File: config.mk
export PLATFORM = sky130hd
export DESIGN_NAME = dspm_way_ctrl
export DESIGN_NICKNAME = d
export VERILOG_FILES = /design/src/rtl/dspm_way_ctrl.sv
export SDC_FILE = /design/constraint.sdc
export NUM_CORES = 1
export LEC_CHECK = 0
export BUFFER_PORTS_ARGS = -buffer_cell sky130_fd_sc_hd__buf_2
export CAP_MARGIN = 20
export CORE_MARGIN = 3
export CORE_UTILIZATION = 31
export DETAILED_ROUTE_END_ITERATION = 16
export GPL_ROUTABILITY_DRIVEN = 0
export PLACE_DENSITY = 0.68
export SYNTH_ARGS = -nofsm -noshare
export SYNTH_HDL_FRONTEND = slang
export SYNTH_SLANG_ARGS = --single-unit
File: constraint.sdc
create_clock -name clk_i -period 4.13 [get_ports clk_i]
set_input_delay 0.413 -clock clk_i [delete_from_list [all_inputs] [get_ports clk_i]]
set_output_delay 0.413 -clock clk_i [all_outputs]
set_load 0.02 [all_outputs]
File: src/rtl/dspm_way_ctrl.sv
`default_nettype none
// ============================================================================
// Module  : dspm_way_ctrl
// Purpose : Moves data-cache ways between cache mode and scratchpad mode.
//           Locks incoming ways out of the cache, removes outgoing ways from
//           the SPM controller, flushes and zero-fills each affected way, and
//           then commits the new SPM way mask.
// Revision: 1.0 - initial release
// ============================================================================
module dspm_way_ctrl #(
  parameter int NR_WAYS      = 4,
  parameter int LINE_WIDTH   = 128,
  parameter int MEMORY_WIDTH = 172,
  parameter int IDX_WIDTH    = 12
) (
  input  logic                          clk_i,
  input  logic                          rst_ni,
  input  logic                          cfg_valid_i,
  input  logic [NR_WAYS-1:0]            cfg_ways_i,
  output logic                          cfg_ready_o,
  output logic                          done_o,
  output logic [NR_WAYS-1:0]            active_ways_o,
  output logic [NR_WAYS-1:0]            cache_lock_o,
  output logic                          flush_req_o,
  output logic [NR_WAYS-1:0]            flush_way_o,
  input  logic                          flush_ack_i,
  output logic [NR_WAYS-1:0]            mem_req_o,
  output logic [IDX_WIDTH-1:0]          mem_addr_o,
  output logic                          mem_we_o,
  output logic [MEMORY_WIDTH-1:0]       mem_wdata_o,
  output logic [(MEMORY_WIDTH+7)/8-1:0] mem_be_o,
  input  logic                          mem_gnt_i
);

  localparam int OFF       = $clog2(LINE_WIDTH / 8);
  localparam int CNT_W     = IDX_WIDTH - OFF;
  localparam int NUM_LINES = 2 ** CNT_W;

  // The top way can never become scratchpad: the cache always keeps one way.
  localparam logic [NR_WAYS-1:0] SPM_ALLOWED = {1'b0, {(NR_WAYS-1){1'b1}}};

  typedef enum logic [2:0] {
    IDLE   = 3'd0,
    FLUSH  = 3'd1,
    CLEAR  = 3'd2,
    NEXT   = 3'd3,
    COMMIT = 3'd4
  } state_e;

  state_e             state_q,    state_d;
  logic [NR_WAYS-1:0] tgt_q,      tgt_d;
  logic [NR_WAYS-1:0] to_spm_q,   to_spm_d;
  logic [NR_WAYS-1:0] pend_q,     pend_d;
  logic [NR_WAYS-1:0] active_q,   active_d;
  logic [NR_WAYS-1:0] lock_q,     lock_d;
  logic [CNT_W-1:0]   line_cnt_q, line_cnt_d;

  logic [NR_WAYS-1:0] clamped;
  logic [NR_WAYS-1:0] acc_to_spm;
  logic [NR_WAYS-1:0] acc_to_cache;
  logic [NR_WAYS-1:0] acc_pend;
  logic [NR_WAYS-1:0] cur_way;
  logic               last_line;

  // One-hot of the lowest set bit; ways are processed lowest index first.
  function automatic logic [NR_WAYS-1:0] lowest_way(input logic [NR_WAYS-1:0] m);
    lowest_way = '0;
    for (int i = NR_WAYS - 1; i >= 0; i--) begin
      if (m[i]) begin
        lowest_way    = '0;
        lowest_way[i] = 1'b1;
      end
    end
  endfunction

  // Ways entering SPM may hold dirty cache data, so they are flushed first;
  // ways leaving SPM only need zeroing.
  function automatic state_e pick_state(input logic [NR_WAYS-1:0] pend,
                                        input logic [NR_WAYS-1:0] to_spm);
    if (pend == '0) begin
      pick_state = COMMIT;
    end else if ((lowest_way(pend) & to_spm) != '0) begin
      pick_state = FLUSH;
    end else begin
      pick_state = CLEAR;
    end
  endfunction

  assign clamped      = cfg_ways_i & SPM_ALLOWED;
  assign acc_to_spm   = clamped & ~active_q;
  assign acc_to_cache = active_q & ~clamped;
  assign acc_pend     = acc_to_spm | acc_to_cache;
  // pend_q only changes at the end of a way, so this is stable for FLUSH/CLEAR.
  assign cur_way      = lowest_way(pend_q);
  assign last_line    = (line_cnt_q == CNT_W'(NUM_LINES - 1));

  // Next-state and next-register computation for the sequencer.
  always_comb begin
    state_d    = state_q;
    tgt_d      = tgt_q;
    to_spm_d   = to_spm_q;
    pend_d     = pend_q;
    active_d   = active_q;
    lock_d     = lock_q;
    line_cnt_d = line_cnt_q;
    case (state_q)
      IDLE: begin
        if (cfg_valid_i) begin
          tgt_d      = clamped;
          to_spm_d   = acc_to_spm;
          pend_d     = acc_pend;
          // Revoke outgoing ways and lock incoming ways before touching SRAM.
          active_d   = active_q & ~acc_to_cache;
          lock_d     = lock_q | acc_to_spm;
          line_cnt_d = '0;
          state_d    = pick_state(acc_pend, acc_to_spm);
        end
      end
      FLUSH: begin
        if (flush_ack_i) begin
          line_cnt_d = '0;
          state_d    = CLEAR;
        end
      end
      CLEAR: begin
        if (mem_gnt_i) begin
          line_cnt_d = line_cnt_q + CNT_W'(1);
          if (last_line) begin
            pend_d  = pend_q & ~cur_way;
            state_d = NEXT;
          end
        end
      end
      NEXT: begin
        line_cnt_d = '0;
        state_d    = pick_state(pend_q, to_spm_q);
      end
      COMMIT: begin
        active_d = tgt_q;
        lock_d   = tgt_q;
        state_d  = IDLE;
      end
      default: begin
        state_d = IDLE;
      end
    endcase
  end

  // State and mask registers with synchronous active-low reset.
  always_ff @(posedge clk_i) begin
    if (!rst_ni) begin
      state_q    <= IDLE;
      tgt_q      <= '0;
      to_spm_q   <= '0;
      pend_q     <= '0;
      active_q   <= '0;
      lock_q     <= '0;
      line_cnt_q <= '0;
    end else begin
      state_q    <= state_d;
      tgt_q      <= tgt_d;
      to_spm_q   <= to_spm_d;
      pend_q     <= pend_d;
      active_q   <= active_d;
      lock_q     <= lock_d;
      line_cnt_q <= line_cnt_d;
    end
  end

  assign cfg_ready_o   = (state_q == IDLE);
  assign done_o        = (state_q == COMMIT);
  assign flush_req_o   = (state_q == FLUSH);
  assign flush_way_o   = (state_q == FLUSH) ? cur_way : '0;
  assign mem_req_o     = (state_q == CLEAR) ? cur_way : '0;
  assign mem_we_o      = (state_q == CLEAR);
  assign mem_addr_o    = {line_cnt_q, {OFF{1'b0}}};
  assign mem_wdata_o   = '0;
  assign mem_be_o      = '1;
  assign active_ways_o = active_q;
  assign cache_lock_o  = lock_q;

  // A way usable by the SPM controller must never be allocatable by the cache.
  a_lock_covers_active: assert property (@(posedge clk_i) disable iff (!rst_ni)
    (active_ways_o & ~cache_lock_o) == '0);

endmodule
`default_nettype wire

Word level (Yosys, flattened, before mapping)
Cells that the tools add are included.

storage, ports and cells
  register bits after elaboration = 30
  latch bits = 0
  RAM bits = 0
  bits in read-only memories = 0
  bits of input ports = 9
  output and inout bits = 226
  logic and storage cells = 78
  memories = 0

cells by class
  add/subtract/negate cells = 1
  multipliers = 0
  divide/modulo/power cells = 0
  $lt $le $gt $ge = 0
  equal/unequal tests = 9
  shift-type cells = 0
  multiplexer cells = 36
  bitwise operators = 12
  reduce and logical (&&, ||, !) cells = 13

operator list
  operator             count
  $mux 4               20
  $pmux 8 s4           1
  $mux 8               3
  $pmux 4 s2           3
  $and 4x4->4          5
  $mux 3               6
  $not 4->4            3
  $pmux 3 s4           1
  $reduce_and 4->1     3
  $reduce_bool 4->1    3
  $add 8x1->8 const B  1
  $eq 8x8->1 const B   1
  $logic_not 4->1      2
  $or 4x4->4           2
  $eq 3x2->1 const B   2
  $ne 2x1->1 const B   3
  $and 3x4->4          1
  $mux 2               2
  $not 3->4            1
  $reduce_and 2->1     2
  $reduce_bool 2->1    2
  $eq 3x1->1 const B   1
  $eq 3x3->1 const B   1
  $logic_not 3->1      1
  $ne 2x2->1 const B   1

Logic depth before layout (Yosys ltp)
  depth after elaboration = 16
  gate-level depth with buffers = 7
  gate-level depth less buffers = 6

Worst setup path after synthesis
Ideal clock, no wire load.

  path type = flip-flop to flip-flop
  start point = register active_q[2] (netlist: active_ways_o[2])
  end point = register state_q[0]
  setup time = 0.074 ns
  arrival = 1.666 ns
  data required time = 4.056 ns
  setup slack = 2.390 ns
  cell stages (with the launch flop) = 7
  path buffers = 0
  clock period less this slack = 1.740 ns
  cells stage by stage = dfxtp_1 -> inv_1 -> ha_1 -> nand3b_1 -> a31o_2 -> or3_1 -> a31oi_1

between the ends
  word-level cells in the longest chain between the ends = 15
  elaborated cells on any way between the ends = 17
  those cells by class = 10 x mux; 5 x bitwise; 2 x reduce/logical

ends and longest elaborated chain
  element                   line  text
  start: declaration        54    logic [NR_WAYS-1:0] active_q, active_d;
  start signal: assignment  164   active_q <= active_d;
  $not 4->4                 90    assign acc_to_spm = clamped & ~active_q;
  $and 3x4->4               90
  $or 4x4->4                92    assign acc_pend = acc_to_spm | acc_to_cache;
  $mux 4 (3 in series)      69    if (m[i]) begin
  $mux 4                    80    if (pend == '0) begin
  $mux 4                    108   if (cfg_valid_i) begin
  $mux 4                    106   case (state_q)
  $and 4x4->4               82    end else if ((lowest_way(pend) & to_spm) != '0) begin
  $reduce_bool 4->1         82
  $mux 2                    82
  $mux 3 (*)                80
  $mux 3 (*)                108
  $pmux 3 s4 (*)            106
  end signal: assignment    160   state_q <= state_d;
  end: declaration          50    state_e state_q, state_d;

Mark *: on every way between the ends. The rest lies on a longest branch, timed or not. The select of a mux whose other input is x is not followed.
A chain may end at the register's enable or synchronous reset.

Final worst setup path
  start point = register state_q[0]
  end point = output port flush_way_o[3]

between the ends
  word-level cells in the longest chain between the ends = 2

ends and longest elaborated chain
  element           line  text
  $eq 3x1->1        173   assign flush_way_o = (state_q == FLUSH) ? cur_way : '0;
  $mux 4            173
  end: declaration  25    output logic [NR_WAYS-1:0] flush_way_o,

Every way passes these cells.

==> reports/results.ini <==
[sta]
worst_slack_ns = 1.87
slew_violations = 0
finalSetupViolCount = 0
finalHoldViolations = 0
tns_ns = 0
rsz0062_at_grt = no
finalCritPeriodShare_pct = 54.6
hold_ws_ns = 0.401
finClkSkew_ns = 0.00738
max_freq_mhz = 443
post-route-min-period_ns = 2.26
slew_headroom_pct = 29.5
tightestPinTransition_ns = 1.05

[critical_path]
cpPeakStageDelay_ns = 0.67
arrival_ns = 1.84
start_kind = flip-flop
critPathKind = flip-flop to output port
cp-end-kind = output port
path_max_fanout = 15
crit_chain = nor2b_1, nand2_1, nor2_1, buf_2
critPathSlowestCell = dfxtp_1
crit_required_ns = 3.72

[synthesis]
synth_top_cell_by_area = buf_4
ys_seq_area_share_pct = 17.9
synth_flop_cell = dfxtp_1
synthArstFlopShare_pct = 0
synth_edf_count = 0
syn-cell-area_um2 = 3020
synth_cells = 388
ys_ff_latch = 27
synth_area_leaders = buf_4 50%, dfxtp_1 18%, a21oi_1 3.0%
syn_avg_cell_area_um2 = 7.79
synth_top_area_share_pct = 50.2
synth.distinct_cells = 45
synth_warnings = 0

[floorplanning]
dieArea_um2 = 11000
io_pins = 235
start_util_pct = 32.2
die_w_um = 105
core.rowCount = 35
dieHeight_um = 105
core_um2 = 9370

[grt]
grt_pass1_wl_um = 7480
antenna_found_initial = 0
grt_overflow_total = 0
grt_start_max_net_pins = 16
first_global_vias = 1515
gr-usage-all-layers_pct = 8.26

[pwr]
vdd_drop_max_mv = 0.136
power_density_nw_per_um2 = 390
p_leak_nw = 1.37
power.total_mw = 1.01

[clocking]
ctsLongestPathBuffers = 2
cts_buffers = 3
cts-hold-fix-buffers = 0
postCtsSetupBuffers = 0
cts_tree = built
clkSinkCount = 27
cts.reportedPaths.clkPinSlew_ns = 0.09
clk_latency_ns = 0.28
cts-resized-gates = 0
htree_levels = 1
root_buffer = clkbuf_8

[layout]
synthToLayoutAreaGrowth_pct = -14.0
drive_above_1_share_pct = 11.1
multiInputGateArea_um2 = 1640
n_fill_cell = 1011
nets = 433
num_antenna_cells = 0
fin_area_um2 = 2600
seqCellArea_um2 = 541

[route]
routed_wl_um = 5280
avgRoutedWirePerCell_um = 9.69
drc = 0
vias = 1949
avgViaCountPerCell = 3.58
dr.first_iter.drc_count = 144
first_pass_iters = 5
drtAntennaViolNets = 0

[hold_path]
hold_class = primary input to flip-flop

[place]
place_ws_ns = 2.16
dp_hpwl_um = 4360
post_dp_cell_area_um2 = 2550
io_buffers = 33

[flow_run]
cap_violations = 0

[status]
status = completed

## cell families (layout without fill, tap and decap cells)
kind of cell / after synthesis / count (layout) / synth area share (%)
buffers and inverters: 219 / 49 / 52.4
other: 2 / 200 / 0.249
and+or+nand+nor: 78 / 78 / 14.1
DFF: 27 / 27 / 17.9
muxes: 4 / 4 / 1.49
AOI/OAI and AO/OA: 49 / 49 / 10.4
adders and majority gates: 7 / 7 / 2.90
xor gates and xnor gates: 2 / 2 / 0.580
## flip-flops by register name, summed over array words and instances, names as in the netlist
name,flops
active_ways_o,3
cache_lock_o,3
line_cnt_q,8
pend_q,4
state_q,3
tgt_q,3
to_spm_q,3
## area by class of cell
class	instances	share of cell area, %
clock buffers	4	1.73
inverters	12	1.73
multi-input cells	340	63.2
flip-flops and latches	27	20.8
well taps	129	6.21
repair buffers	33	6.36
## stage by stage
stage | cells | utilization (%)
after global placement | 541 | 27.2
after global routing | 545 | 27.7
after CTS | 545 | 27.7
after floorplan | 586 | -
final | 545 | 27.7
after detailed placement | 541 | 27.2
## worst paths after layout
check                      from              end  slack (ns)  depth (start not counted)
setup / recovery     state_q[0]   flush_way_o[3]        1.87                          4
hold / removal    cfg_ways_i[2]         tgt_q[2]        0.40                          3
setup reg to reg     state_q[0]  cache_lock_o[0]        2.13                          3
hold reg to reg     to_spm_q[2]      to_spm_q[2]        0.46                          2
## cells in the final DEF (no fill, tap or decap), drive strengths merged, types with 6 or more instances in the layout
| cell type | n |
|---|---|
| ha | 7 |
| nand2 | 24 |
| buf | 33 |
| inv | 12 |
| a31oi | 6 |
| or3 | 6 |
| a21oi | 18 |
| nand3 | 6 |
| nor2 | 17 |
| conb | 200 |
| o21ai | 9 |
| dfxtp | 27 |
## synth_stat cells, types with 3 or more instances
cell and number:
nor3_1 4, inv_1 12, mux2i_1 3, o211ai_1 3, a22oi_1 3, buf_4 202
a31oi_1 6, ha_1 7, nor2_1 17, clkbuf_1 3, o21ai_0 9, a21oi_1 18
nand2_1 24, dfxtp_1 27, nand2b_1 3, and3_1 3, or3_1 6, nand3_1 5
## per-layer routing
metal  global-route usage [%]  wire length, µm
met1                     9.29             1780
met4                     4.31              138
met5                        0                0
met3                     1.05              619
met2                     15.1             2750
## critical path, delay by kind of cell, from the launching register on
kind / cells / cell delay (ns)
simple gates: 3 / 0.71
flops: 1 / 0.67
buf+inv: 1 / 0.19
## where the power goes
| part | internal (mW) | switching, mW | total [mW] | leakage (nW) |
|---|---|---|---|---|
| Sequential | 0.299 | 0.0629 | 0.362 | 0.220 |
| Clock | 0.0693 | 0.0839 | 0.153 | 0.0228 |
| Combinational | 0.122 | 0.375 | 0.498 | 1.13 |
Power figures use the tool's default switching activity.
